--- src/rtl/aquarium_scan_ctrl_pkg.sv ---
// aq_pkg: select codes, channel indices and state type shared by the aquarium scan controller
package aq_pkg;
   localparam logic [4:0] SEL_IDLE  = 5'b00000;
   localparam logic [4:0] SEL_COUNT = 5'b00001;
   localparam logic [4:0] SEL_CLEAN = 5'b00010;
   localparam logic [4:0] SEL_TEMP  = 5'b00100;
   localparam logic [4:0] SEL_FOOD  = 5'b01000;
   localparam logic [4:0] SEL_SALT  = 5'b10000;
   localparam logic [4:0] SAL_SALT  = SEL_SALT;
   localparam logic [4:0] SEL_ERR   = 5'b11111;
   localparam logic [1:0] CH_CLEAN  = 2'd0;
   localparam logic [1:0] CH_TEMP   = 2'd1;
   localparam logic [1:0] CH_FOOD   = 2'd2;
   localparam logic [1:0] CH_SALT   = 2'd3;
   typedef enum logic [4:0] {
      ST_IDLE  = SEL_IDLE,
      ST_COUNT = SEL_COUNT,
      ST_CLEAN = SEL_CLEAN,
      ST_TEMP  = SEL_TEMP,
      ST_FOOD  = SEL_FOOD,
      ST_SALT  = SEL_SALT,
      ST_ERR   = SEL_ERR
   } state_t;
endpackage

--- src/rtl/aq_threshold_check.sv ---
// aq_threshold_check: flags a sensor value outside its acceptable range for the given channel
module aq_threshold_check
   import aq_pkg::*;
#(
   parameter logic [7:0] CLEAN_MIN = 8'd64,
   parameter logic [7:0] TEMP_MIN  = 8'd70,
   parameter logic [7:0] TEMP_MAX  = 8'd90,
   parameter logic [7:0] FOOD_MIN  = 8'd32,
   parameter logic [7:0] SALT_MAX  = 8'd200
) (
   input  logic [1:0] ch,
   input  logic [7:0] value,
   output logic       fault
);
   // range test selected by channel
   always_comb
      fault = ch == CH_CLEAN ? value < CLEAN_MIN :
              ch == CH_TEMP  ? (value < TEMP_MIN || value > TEMP_MAX) :
              ch == CH_FOOD  ? value < FOOD_MIN : value > SALT_MAX;
endmodule

--- src/rtl/aquarium_scan_ctrl.sv ---
// aquarium_scan_ctrl: tank mux sequencer with threshold checking and error lockout
// Define AQ_STICKY_FAULT_EN to OR-accumulate ch_fault across scans until clear_err/reset.
module aquarium_scan_ctrl
   import aq_pkg::*;
#(
   parameter logic [7:0] CLEAN_MIN = 8'd64,
   parameter logic [7:0] TEMP_MIN  = 8'd70,
   parameter logic [7:0] TEMP_MAX  = 8'd90,
   parameter logic [7:0] FOOD_MIN  = 8'd32,
   parameter logic [7:0] SALT_MAX  = 8'd200,
   parameter int         ERR_LIMIT = 3
) (
   input  logic       CLK,
   input  logic       reset,
   input  logic       start,
   input  logic       clear_err,
   input  logic [7:0] q_clean,
   input  logic [7:0] q_temp,
   input  logic [7:0] q_food,
   input  logic [7:0] q_salt,
   output logic [4:0] sel,
   output logic [7:0] sample,
   output logic       sample_valid,
   output logic [1:0] sample_ch,
   output logic [3:0] ch_fault,
   output logic [7:0] scan_count,
   output logic       busy,
   output logic       error
);
   localparam logic [3:0] LIM = 4'(ERR_LIMIT);
   state_t     state, nxt;
   logic [3:0] pending, pend_all, streak, streak_next;
   logic [1:0] cur_ch;
   logic [7:0] cur_val;
   logic       fault, sensing;
   assign sel = state;
   aq_threshold_check #(
      .CLEAN_MIN(CLEAN_MIN), .TEMP_MIN(TEMP_MIN), .TEMP_MAX(TEMP_MAX),
      .FOOD_MIN(FOOD_MIN), .SALT_MAX(SALT_MAX)
   ) u_chk (.ch(cur_ch), .value(cur_val), .fault(fault));
   // channel being visited, end-of-scan fault summary and next state
   always_comb begin
      sensing     = state inside {ST_CLEAN, ST_TEMP, ST_FOOD, ST_SALT};
      cur_ch      = state == ST_TEMP ? CH_TEMP : state == ST_FOOD ? CH_FOOD :
                    state == ST_SALT ? CH_SALT : CH_CLEAN;
      cur_val     = state == ST_TEMP ? q_temp : state == ST_FOOD ? q_food :
                    state == ST_SALT ? q_salt : q_clean;
      pend_all    = {fault, pending[2:0]};
      streak_next = |pend_all ? (streak == 4'hf ? streak : streak + 4'd1) : 4'd0;
      case (state)
         ST_IDLE:  nxt = start ? ST_COUNT : ST_IDLE;
         ST_COUNT: nxt = ST_CLEAN;
         ST_CLEAN: nxt = ST_TEMP;
         ST_TEMP:  nxt = ST_FOOD;
         ST_FOOD:  nxt = ST_SALT;
         ST_SALT:  nxt = !clear_err && streak_next >= LIM ? ST_ERR :
                         start ? ST_COUNT : ST_IDLE;
         ST_ERR:   nxt = clear_err ? ST_IDLE : ST_ERR;
         default:  nxt = ST_IDLE;
      endcase
   end
   // state/select register, sample capture and end-of-scan bookkeeping
   always_ff @(posedge CLK) begin
      if (reset) begin
         state        <= ST_IDLE;
         sample       <= '0;
         sample_valid <= 1'b0;
         sample_ch    <= '0;
         ch_fault     <= '0;
         scan_count   <= '0;
         pending      <= '0;
         streak       <= '0;
         busy         <= 1'b0;
         error        <= 1'b0;
      end else begin
         state        <= nxt;
         busy         <= nxt != ST_IDLE && nxt != ST_ERR;
         error        <= nxt == ST_ERR;
         sample_valid <= sensing;
         if (sensing) begin
            sample    <= cur_val;
            sample_ch <= cur_ch;
         end
         if (state == ST_SALT) begin
            scan_count <= scan_count + 8'd1;
            pending    <= '0;
            if (clear_err) begin
               streak   <= '0;
               ch_fault <= '0;
            end else begin
               streak   <= streak_next;
`ifdef AQ_STICKY_FAULT_EN
               ch_fault <= ch_fault | pend_all;
`else
               ch_fault <= pend_all;
`endif
            end
         end else begin
            if (sensing)
               pending[cur_ch] <= fault;
            if (clear_err) begin
               streak   <= '0;
               ch_fault <= '0;
            end
         end
      end
   end
endmodule

--- config.mk ---
export PLATFORM = sky130hd
export DESIGN_NAME = aquarium_scan_ctrl
export DESIGN_NICKNAME = d
export VERILOG_FILES = /design/src/rtl/aquarium_scan_ctrl_pkg.sv /design/src/rtl/aq_threshold_check.sv /design/src/rtl/aquarium_scan_ctrl.sv
export SDC_FILE = /design/constraint.sdc
export NUM_CORES = 1
export LEC_CHECK = 0
export ABC_AREA = 1
export BUFFER_PORTS_ARGS = -buffer_cell sky130_fd_sc_hd__buf_4
export CORE_ASPECT_RATIO = 1.2
export CORE_MARGIN = 8
export CORE_UTILIZATION = 32
export CTS_CLUSTER_SIZE = 40
export DETAILED_ROUTE_END_ITERATION = 8
export HOLD_SLACK_MARGIN = 0.02
export SLEW_MARGIN = 25
export SYNTH_ARGS = -nofsm -noshare
export SYNTH_HDL_FRONTEND = slang
export SYNTH_SLANG_ARGS = --single-unit
--- constraint.sdc ---
create_clock -name CLK -period 2.9 [get_ports CLK]
set_clock_uncertainty 0.15 [all_clocks]
set_input_delay 0.435 -clock CLK [delete_from_list [all_inputs] [get_ports CLK]]
set_output_delay 0.435 -clock CLK [all_outputs]
set_load 0.02 [all_outputs]
# Word level (Yosys, flattened, before mapping)
# Cells that the tools add are included.
# W data, S select, Z words.
dict set report classes {
  eq_ne 11
  n_reduce_logical 12
  muxes 23
  magnitude_cmp 8
  addsub 2
}
# operator n
set ops {}
lappend ops {{$pmux W5 S7} 1}
lappend ops {{$mux W4} 7}
lappend ops {{$mux W8} 3}
lappend ops {{$lt A8 B7 Y1 const B} 2}
lappend ops {{$eq A5 B5 Y1 const B} 3}
lappend ops {{$mux W5} 2}
lappend ops {{$add A8 B1 Y8 const B} 1}
lappend ops {{$gt A8 B7 Y1 const B} 1}
lappend ops {{$gt A8 B8 Y1 const B} 1}
lappend ops {{$lt A8 B6 Y1 const B} 1}
lappend ops {{$mux W2} 3}
lappend ops {{$eq A5 B1 Y1 const B} 1}
lappend ops {{$eq A5 B2 Y1 const B} 1}
lappend ops {{$eq A5 B3 Y1 const B} 1}
lappend ops {{$eq A5 B4 Y1 const B} 1}
lappend ops {{$logic_not A5 Y1} 1}
lappend ops {{$mux W1} 5}
lappend ops {{$ne A5 B5 Y1 const B} 1}
lappend ops {{$reduce_bool A5 Y1} 1}
lappend ops {{$add A4 B1 Y4 const B} 1}
lappend ops {{$bwmux W4} 1}
lappend ops {{$eq A4 B4 Y1 const B} 1}
lappend ops {{$ge A4 B2 Y1 const B} 1}
lappend ops {{$reduce_bool A4 Y1} 1}
lappend ops {{other kinds (12)} 14}
dict set report totals {
  reg_bits 38
  input_bits 36
  output_inout_bits 30
}

# Longest topological paths before layout
# Gate-level depths: netlist (run 1).
dict set report logic_depth {
  depth_word 16
  mapped_depth 19
}

# Modules after synthesis
# From an unflattened synthesis (run 1), not the netlist that was laid out.
dict set report hier_totals {
  cells_unflattened 289
  area_unflattened_um2 2018.2
}
# mod n_inst seq_area_each_um2 area_each_um2 cells_per_inst
set modules_own_cells {}
lappend modules_own_cells {aquarium_scan_ctrl 1 740.7 1890.6 258}
lappend modules_own_cells {aq_threshold_check 1 0.0 127.6 31}

# Worst setup path after synthesis (run 1)
# Ideal clock, no wire load.
dict set report synth_timing {
  kind {register to register}
  startpoint {reg state[3] (netlist: sel[3])}
  endpoint {reg busy}
  setup_ns 0.112
  n_path_buf 0
  path_slack_ns 0.434
  synth_period_minus_slack_ns 2.466
  t_required_ns 2.638
  arrival_ns 2.204
  path_stages_with_launch 18
  path_cell_list {dfxtp_1 inv_2 nor2_4 nand3_4 nand3_4 nor2_1 nor2_2 nand3_1 nand2_1 nand2_1 a21oi_2 nand3_2 nand2_1 nand3_2 nor2_4 nand3_1 nor2_1 nor2_1}
}
dict set report synth_between {
  elab_chain_len 16
  elab_cells_between_ends 34
  cone_classes {6 x order compare; 9 x eq/ne; 12 x mux; 7 x reduce/logical}
}
# element line_no
set synth_lines {}
lappend synth_lines {{from (decl)} aquarium_scan_ctrl.sv:31} ;# state_t state, nxt;
lappend synth_lines {{from (signal assigned)} aquarium_scan_ctrl.sv:76} ;# state <= nxt;
lappend synth_lines {{$eq A5 B5 Y1} {aquarium_scan_ctrl.sv:45, aquarium_scan_ctrl.sv:47, aquarium_scan_ctrl.sv:50}}
lappend synth_lines {{$mux W8 / $mux W2 (equally long branches)} {aquarium_scan_ctrl.sv:47, aquarium_scan_ctrl.sv:45}}
lappend synth_lines {{$mux W8 / $mux W2 (equally long branches) (2 in a row)} {aquarium_scan_ctrl.sv:46, aquarium_scan_ctrl.sv:44}}
lappend synth_lines {{$gt A8 B8 Y1 (tied with other cells)} aq_threshold_check.sv:19} ;# ch == CH_FOOD ? value < FOOD_MIN : value > SALT_MAX;
lappend synth_lines {{$mux W1 / $logic_or A1 B1 Y1 (equally long branches)} {aq_threshold_check.sv:19, aq_threshold_check.sv:18}}
lappend synth_lines {{$mux W1} aq_threshold_check.sv:18} ;# ch == CH_TEMP ? (value < TEMP_MIN || value > TEMP_MAX) :
lappend synth_lines {{$mux W1} aq_threshold_check.sv:17} ;# fault = ch == CH_CLEAN ? value < CLEAN_MIN :
lappend synth_lines {{$reduce_or A4 Y1} aquarium_scan_ctrl.sv:49} ;# streak_next = |pend_all ? (streak == 4'hf ? streak : streak + 4'd1) : 4'd0;
lappend synth_lines {{$mux W4} aquarium_scan_ctrl.sv:49}
lappend synth_lines {{$ge A4 B2 Y1} aquarium_scan_ctrl.sv:56} ;# ST_SALT: nxt = !clear_err && streak_next >= LIM ? ST_ERR :
lappend synth_lines {{$logic_and A1 B1 Y1} aquarium_scan_ctrl.sv:56}
lappend synth_lines {{$mux W5} aquarium_scan_ctrl.sv:56}
lappend synth_lines {{$pmux W5 S7 (*)} aquarium_scan_ctrl.sv:50} ;# case (state)
lappend synth_lines {{$ne A5 B5 Y1 / $reduce_bool A5 Y1 (equally long branches)} aquarium_scan_ctrl.sv:77} ;# busy <= nxt != ST_IDLE && nxt != ST_ERR;
lappend synth_lines {{$logic_and A1 B1 Y1 (*)} aquarium_scan_ctrl.sv:77}
lappend synth_lines {{to (signal assigned)} aquarium_scan_ctrl.sv:73} ;# busy <= 1'b0;
lappend synth_lines {{to (signal assigned)} aquarium_scan_ctrl.sv:77}
lappend synth_lines {{to (decl)} aquarium_scan_ctrl.sv:27} ;# output logic busy,
# Every way passes the cells marked *; elsewhere a longest branch is shown, timed or not.
# A chain may end at the register's enable or synchronous reset.

# Worst setup path in the final report (run 1)
dict set report layout_timing {
  startpoint {reg state[0] (netlist: sel[0])}
  endpoint {reg state[4] (netlist: sel[4])}
}
dict set report layout_between {
  elab_chain_len 14
  elab_cells_between_ends 31
  cone_classes {6 x order compare; 8 x eq/ne; 12 x mux; 5 x reduce/logical}
}
# element line_no
set layout_lines {}
lappend layout_lines {{$eq A5 B5 Y1} {aquarium_scan_ctrl.sv:45, aquarium_scan_ctrl.sv:47, aquarium_scan_ctrl.sv:50}}
lappend layout_lines {{$mux W8 / $mux W2 (equally long branches)} {aquarium_scan_ctrl.sv:47, aquarium_scan_ctrl.sv:45}}
lappend layout_lines {{$mux W8 / $mux W2 (equally long branches) (2 in a row)} {aquarium_scan_ctrl.sv:46, aquarium_scan_ctrl.sv:44}}
lappend layout_lines {{$gt A8 B8 Y1 (tied with other cells)} aq_threshold_check.sv:19}
lappend layout_lines {{$mux W1 / $logic_or A1 B1 Y1 (equally long branches)} {aq_threshold_check.sv:19, aq_threshold_check.sv:18}}
lappend layout_lines {{$mux W1} aq_threshold_check.sv:18}
lappend layout_lines {{$mux W1} aq_threshold_check.sv:17}
lappend layout_lines {{$reduce_or A4 Y1} aquarium_scan_ctrl.sv:49}
lappend layout_lines {{$mux W4} aquarium_scan_ctrl.sv:49}
lappend layout_lines {{$ge A4 B2 Y1} aquarium_scan_ctrl.sv:56}
lappend layout_lines {{$logic_and A1 B1 Y1} aquarium_scan_ctrl.sv:56}
lappend layout_lines {{$mux W5} aquarium_scan_ctrl.sv:56}
lappend layout_lines {{$pmux W5 S7 (*)} aquarium_scan_ctrl.sv:50}
# Marks and branches as above.

==> results of run 1 <==
-- where the power goes --
group / internal (uW) / switching (uW) / leakage [uW] / total [uW]
Combinational: 86.1 / 109 / 0.00112 / 195
Sequential: 522 / 10.5 / 0.000302 / 533
Clock: 166 / 192 / 0.0000439 / 358
-- repair_timing --
item                                    4_1_cts  5_1_grt
setup buffers                                 0       12
resized for setup                             0        7
hold endpoints to repair                      0        0
endpoints found under the setup margin        0        6
-- flip-flops by register name (all words and copies together) (netlist names) --
register      flops
busy              1
streak            4
error             1
sample_valid      1
sample_ch         2
pending           3
ch_fault          4
scan_count        8
sel               5
sample            8
-- cells in the mapped netlist --
library cell and number:
a21oi_1 21, a21oi_2 1, a31oi_1 2, and3_1 1, buf_1 2, buf_6 3, clkbuf_1 2, dfxtp_1 37
ha_1 2, inv_1 43, inv_2 4, inv_4 1, mux2_2 1, nand2_1 77, nand2_2 4, nand2_4 1
nand3_1 17, nand3_2 3, nand3_4 4, nand4_1 12, nor2_1 33, nor2_2 3, nor2_4 6, nor3_1 5
nor3b_1 1, nor4_1 1, o211ai_1 4, o21ai_0 18, o21bai_2 1, or2_0 1, xor2_1 1
-- worst min-delay path by stage --
stage	start	endpoint	slack (ns)	cells after the start
2_1_floorplan	pending[2]$_SDFFE_PP0P_	ch_fault[2]$_SDFFE_PP0P_	0.30	2
5_1_grt	reset	streak[1]$_SDFFE_PP0P_	0.27	2
3_3_place_gp	ch_fault[0]$_SDFFE_PP0P_	ch_fault[0]$_SDFFE_PP0P_	0.30	2
4_1_cts	reset	streak[1]$_SDFFE_PP0P_	0.26	2
6_report	reset	ch_fault[1]$_SDFFE_PP0P_	0.26	2
3_5_place_dp	ch_fault[1]$_SDFFE_PP0P_	ch_fault[1]$_SDFFE_PP0P_	0.31	2
-- critical path: stages (launching register included) --
cell and delay, ns:
dfxtp_2 0.36, nor2_4 0.16, buf_4 0.16, nand3_4 0.15, buf_4 0.20, nand2_2 0.08, nand2_1 0.07, nor2_1 0.12
nand2_1 0.09, a21oi_2 0.20, nand3_2 0.13, nand2_1 0.12, nand3_2 0.10, nor2_4 0.17, clkbuf_2 0.17, nand2_1 0.05
nand2_1 0.05, inv_1 0.05
-- cell families after synthesis --
kind of cell	share of synthesized area
AOI/OAI and AO/OA	0.121
xor gates and xnor gates	0.00413
adders and majority gates	0.0118
buffers and inverters	0.109
DFF	0.349
muxes	0.00531
and+or+nand+nor	0.399
-- layer usage --
layer  up-vias  GRT usage  wire (um)
li1       1167          -          -
met1       989      0.138       2510
met2        63      0.215       3130
met3         7     0.0394        363
met4         0     0.0489        113
met5         -          0          0
-- metrics by stage --
step                hold slack [ns]  std cells  setup TNS [ns]
detailed placement            0.305        460               0
finish                        0.262        480               0
global route                  0.271        480         -0.0163
floorplan                     0.305        312               0
CTS                           0.260        468               0
global placement              0.303        460               0
-- layout make-up --
cell class	instances	area (um2)
repair buffers	82	613
fillers	701	3510
inverters	48	183
well taps	85	106
flip-flops and latches	37	748
clock buffers	5	68.8
multi-input cells	220	1150
clock inverters	3	17.5
==> summary.txt, run 1 <==
Routing
  • Number of detailed-route iterations in the first pass: 4
  • Avg WL per Cell: 12.8 um
  • Via density: 4.64
  • DRC viols: 0
  • Post-route ant nets: 0
  • Final wirelength: 6120 um
  • Via count of the routed design: 2,226
  • DR iter-0 viols: 109

Logic synthesis
  • Synth warnings: 0
  • Syn_nets: 350
  • Sequential element share of the synthesized area: 0.349
  • Unique cell type count in the Yosys netlist: 31
  • Synth area leader: dfxtp_1
  • Post-synthesis cell area: 2120 um2
  • Synth area leaders: dfxtp_1 (35%), nand2_1 (14%), inv_1 (7.6%)
  • Yosys top cell area share: 0.349
  • Syn Area/Cell: 6.80 um2
  • Flops & latches, synth: 37
  • Syn Inst Count: 312

CTS
  • Clock root buffer: clkbuf_8
  • Clk_lat worst skew: 0.29 ns
  • Num CTS Buffers: 5
  • Clock sinks: 37
  • CTS tree: yes
  • H-tree depth: 2
  • Hold-fix buffers, CTS: 0
  • Clock Tree Buf Depth: 2
  • Worst-path clk slew: 0.08 ns

Cells and area
  • Layout cell share with drive strength beyond 1: 0.311
  • Area grow syn2layout: 36.3%
  • Design Area, Final: 2890 um2
  • Most common cell after layout, fill and taps aside: buf_4
  • Most frequent cells in the layout: buf_4 (81), nand2_1 (77), inv_1 (43)
  • Post-layout util: 0.451
  • Fin nets: 432
  • Antenna cells: 0

Placement
  • Port bufs: 65
  • Hpwl dp: 4780 um
  • Placed Instance Area: 2710 um2
  • Dpl ws: 0.169 ns
  • Final GP Congestion: 0.851

Critical path
  • Startpoint Class: flip-flop
  • CP Data Arrival Time: 2.72 ns
  • R2R Setup Slk: 0.22 ns
  • Crit Path Class: reg2reg
  • Critical path peak fanout: 10
  • Critical register-to-register path endpoint: sel[4]$_SDFF_PP0_
  • WP data required: 2.94 ns
  • Worst r2r path cells: 17
  • RR Startpoint: sel[0]$_SDFF_PP0_
  • Critical path endpoint category: flip-flop
  • Crit. Startpoint: sel[0]$_SDFF_PP0_
  • Worst setup endpoint: sel[4]$_SDFF_PP0_

Min path
  • Hold Crit Class: in2reg

STA
  • Slew Viols, Final: 0
  • Fin. Hold Viols: 0
  • Min Tclk post-route: 2.68 ns
  • Worst Slack Setup Final: 0.224 ns
  • FMAX: 374 MHz
  • Fin crit share: 0.923
  • Setup Viol. Count Final: 0
  • Max_slew headroom: 0.538
  • Worst-Margin Slew: 0.693 ns

Global route
  • Largest net degree at the start of global routing: 24
  • Antenna violations before repair: 0
  • First-pass GRT wire length: 9640 um
  • Congestion Overflow GR: 0
  • Vias in the first global route: 2,063
  • GRT Overall Usage: 0.124

Flow run
  • Max Cap Violations: 0

Floorplanning
  • Die area: 9500 um2
  • CORE AREA: 6410 um2
  • DIE WIDTH: 90.3 um
  • IO Count: 66
  • Row count: 32
  • Initial Utilization: 0.331
  • Die Y: 105 um

Pwr
  • P_leak: 0.00147 uW
  • Power density of the placed cells: 375 nW/um2
  • Final Power: 1090 uW
  • Max IR drop VDD: 0.233 mV

Run status
  • Status: finished, final reports clean
(Power assumes the default switching activity.)
==> inputs of run 2 (changes only) <==
CORE_MARGIN = 5   (was 8)
==> run 2 against run 1 <==
Utilization is 0.75 points lower. Register-to-register slack hardly changed. Sequential cell count stayed put. Die area is 12% lower. Via count is 3.0% lower. Global-route usage is 1.8 points higher. Critical path depth stayed put. Non-clock buffer count is 9 lower. Hold slack better by 0.0026 ns. Largest cell class unchanged. Largest power group unchanged.
==> summary.txt, run 2 (synthesis results as in run 1) <==
Floorplanning
  • Initial Utilization: 0.329
  • DIE WIDTH: 84.3 um
  • CORE AREA: 6450 um2
  • Die area: 8370 um2
  • Die Y: 99.2 um
  • Row count: 32
  • IO Count: 66

Flow run
  • Max Cap Violations: 0

CTS
  • Clock root buffer: clkbuf_8
  • Clock sinks: 37
  • Hold-fix buffers, CTS: 0
  • CTS tree: yes
  • Clk_lat worst skew: 0.29 ns
  • Clock Tree Buf Depth: 2
  • Num CTS Buffers: 5
  • Worst-path clk slew: 0.08 ns
  • H-tree depth: 2

Critical path
  • Worst r2r path cells: 17
  • R2R Setup Slk: 0.24 ns
  • CP Data Arrival Time: 2.70 ns
  • Critical path peak fanout: 10
  • Critical path endpoint category: flip-flop
  • RR Startpoint: sel[4]$_SDFF_PP0_
  • Crit Path Class: reg2reg
  • Critical register-to-register path endpoint: busy$_SDFF_PP0_
  • WP data required: 2.94 ns
  • Startpoint Class: flip-flop

Pwr
  • Combinational share of power: 0.166
  • Max IR drop VDD: 0.194 mV
  • P_leak: 0.00144 uW
  • Clock network fraction of total power: 0.382
  • Power density of the placed cells: 412 nW/um2
  • Sequential power share: 0.451
  • P_sw: 312 uW
  • Sw frac: 0.264
  • P_int: 868 uW

Cells and area
  • Design Area, Final: 2860 um2
  • Layout cell share with drive strength beyond 1: 0.288
  • Most frequent cells in the layout: nand2_1 (77), buf_4 (72), inv_1 (43)
  • Fin nets: 423
  • Antenna cells: 0
  • Fillers: 699
  • Post-layout util: 0.444
  • Most common cell after layout, fill and taps aside: nand2_1
  • Area grow syn2layout: 34.8%

Routing
  • Avg WL per Cell: 12.4 um
  • DRC viols: 0
  • Via count of the routed design: 2,160
  • Post-route ant nets: 0
  • Number of detailed-route iterations in the first pass: 4
  • DR iter-0 viols: 102
  • Final wirelength: 5860 um
  • Via density: 4.59

STA
  • Min Tclk post-route: 2.66 ns
  • Slew Viols, Final: 0
  • RSZ-0062 raised after global routing: no
  • Setup Viol. Count Final: 0
  • Worst-Margin Slew: 0.659 ns
  • Fin crit share: 0.919
  • Max_slew headroom: 0.560
  • FMAX: 375 MHz
  • Setup TNS: 0 ns
  • Fin. Hold Viols: 0

Min path
  • Hold Crit Class: in2reg
  • Hold Crit Start: reset
  • Hold Path Sink: ch_fault[1]$_SDFFE_PP0P_
  • Hold Path Depth: 2

Global route
  • Antenna violations before repair: 0
  • GRT Overall Usage: 0.142
  • Vias in the first global route: 2,072
  • First-pass GRT wire length: 9670 um
  • Congestion Overflow GR: 0
  • Largest net degree at the start of global routing: 24

Placement
  • Placed Instance Area: 2680 um2
  • Final GP Congestion: 0.856
  • Port bufs: 65
  • Hpwl dp: 4680 um

Run status
  • Status: finished, final reports clean
[run 2: changes by cell type in the layout (fill, tap and decap cells not counted), sizes merged]
cell    previous run  this run
clkinv             2         1
buf               81        73
bufinv             0         1
clkbuf             6         5
[run 2: critical path, cell delays in order (launching register included)]
cell     delay (ns)
dfxtp_1        0.54
inv_4          0.14
nand2_4        0.13
nor2_4         0.06
nand2_1        0.08
nand3_1        0.10
nor2_2         0.16
nand3_1        0.10
nand2_1        0.07
nand2_1        0.06
a21oi_2        0.18
nand3_2        0.14
nand2_1        0.12
nand3_2        0.09
nor2_4         0.18
nand3_1        0.10
nor2_1         0.11
nor2_1         0.04
[run 2: worst max-delay path by stage]
stage,from,end,cells past startpoint
6_report,sel[4]$_SDFF_PP0_,busy$_SDFF_PP0_,17
5_1_grt,sel[2]$_SDFF_PP0_,busy$_SDFF_PP0_,17
4_1_cts,sel[1]$_SDFF_PP0_,busy$_SDFF_PP0_,16
3_5_place_dp,sel[1]$_SDFF_PP0_,busy$_SDFF_PP0_,16
3_3_place_gp,sel[0]$_SDFF_PP0_,busy$_SDFF_PP0_,16
2_1_floorplan,sel[3]$_SDFF_PP0_,busy$_SDFF_PP0_,17
[run 2: final cells by class]
cell class	count	area (um2)	share of cell area
multi-input combinational	220	1150	0.404
sequential	37	742	0.259
timing repair buffer	73	561	0.196
inverter	48	183	0.0638
tap	85	106	0.0372
clock buffer	5	68.8	0.0240
clock inverter	3	46.3	0.0162
[run 2: metal layers]
layer	wire, um	GRT usage	vias up
met5	0	0	-
met1	2530	0.168	964
li1	-	-	1152
met4	100	0.0463	0
met2	2980	0.248	36
met3	254	0.0406	8
[run 2: repair_timing]
action / 4_1_cts / 5_1_grt
setup endpoints to repair: 0 / 7
resized for setup: 0 / 2
setup buffers: 0 / 7
[run 2: per-stage QoR]
| step | std cells | hold slack, ns | setup WS [ns] | power [uW] |
|---|---|---|---|---|
| after CTS | 464 | 0.252 | 0.00866 | 1190 |
| final | 471 | 0.265 | 0.236 | 1180 |
| after global routing | 471 | 0.251 | 0.00411 | 1250 |
| after floorplan | 312 | 0.305 | 0.434 | 653 |
| after global placement | 456 | 0.304 | 0.0934 | 732 |
| after detailed placement | 456 | 0.305 | 0.0196 | 731 |
[run 2: power by group through the flow]
stage | clock network (uW) | registers, uW | logic [uW]
finish | 451 | 532 | 196
global route | 494 | 535 | 218
CTS | 471 | 533 | 187
detailed placement | 0 | 545 | 187
global placement | 0 | 544 | 187
floorplan | 0 | 560 | 92.1
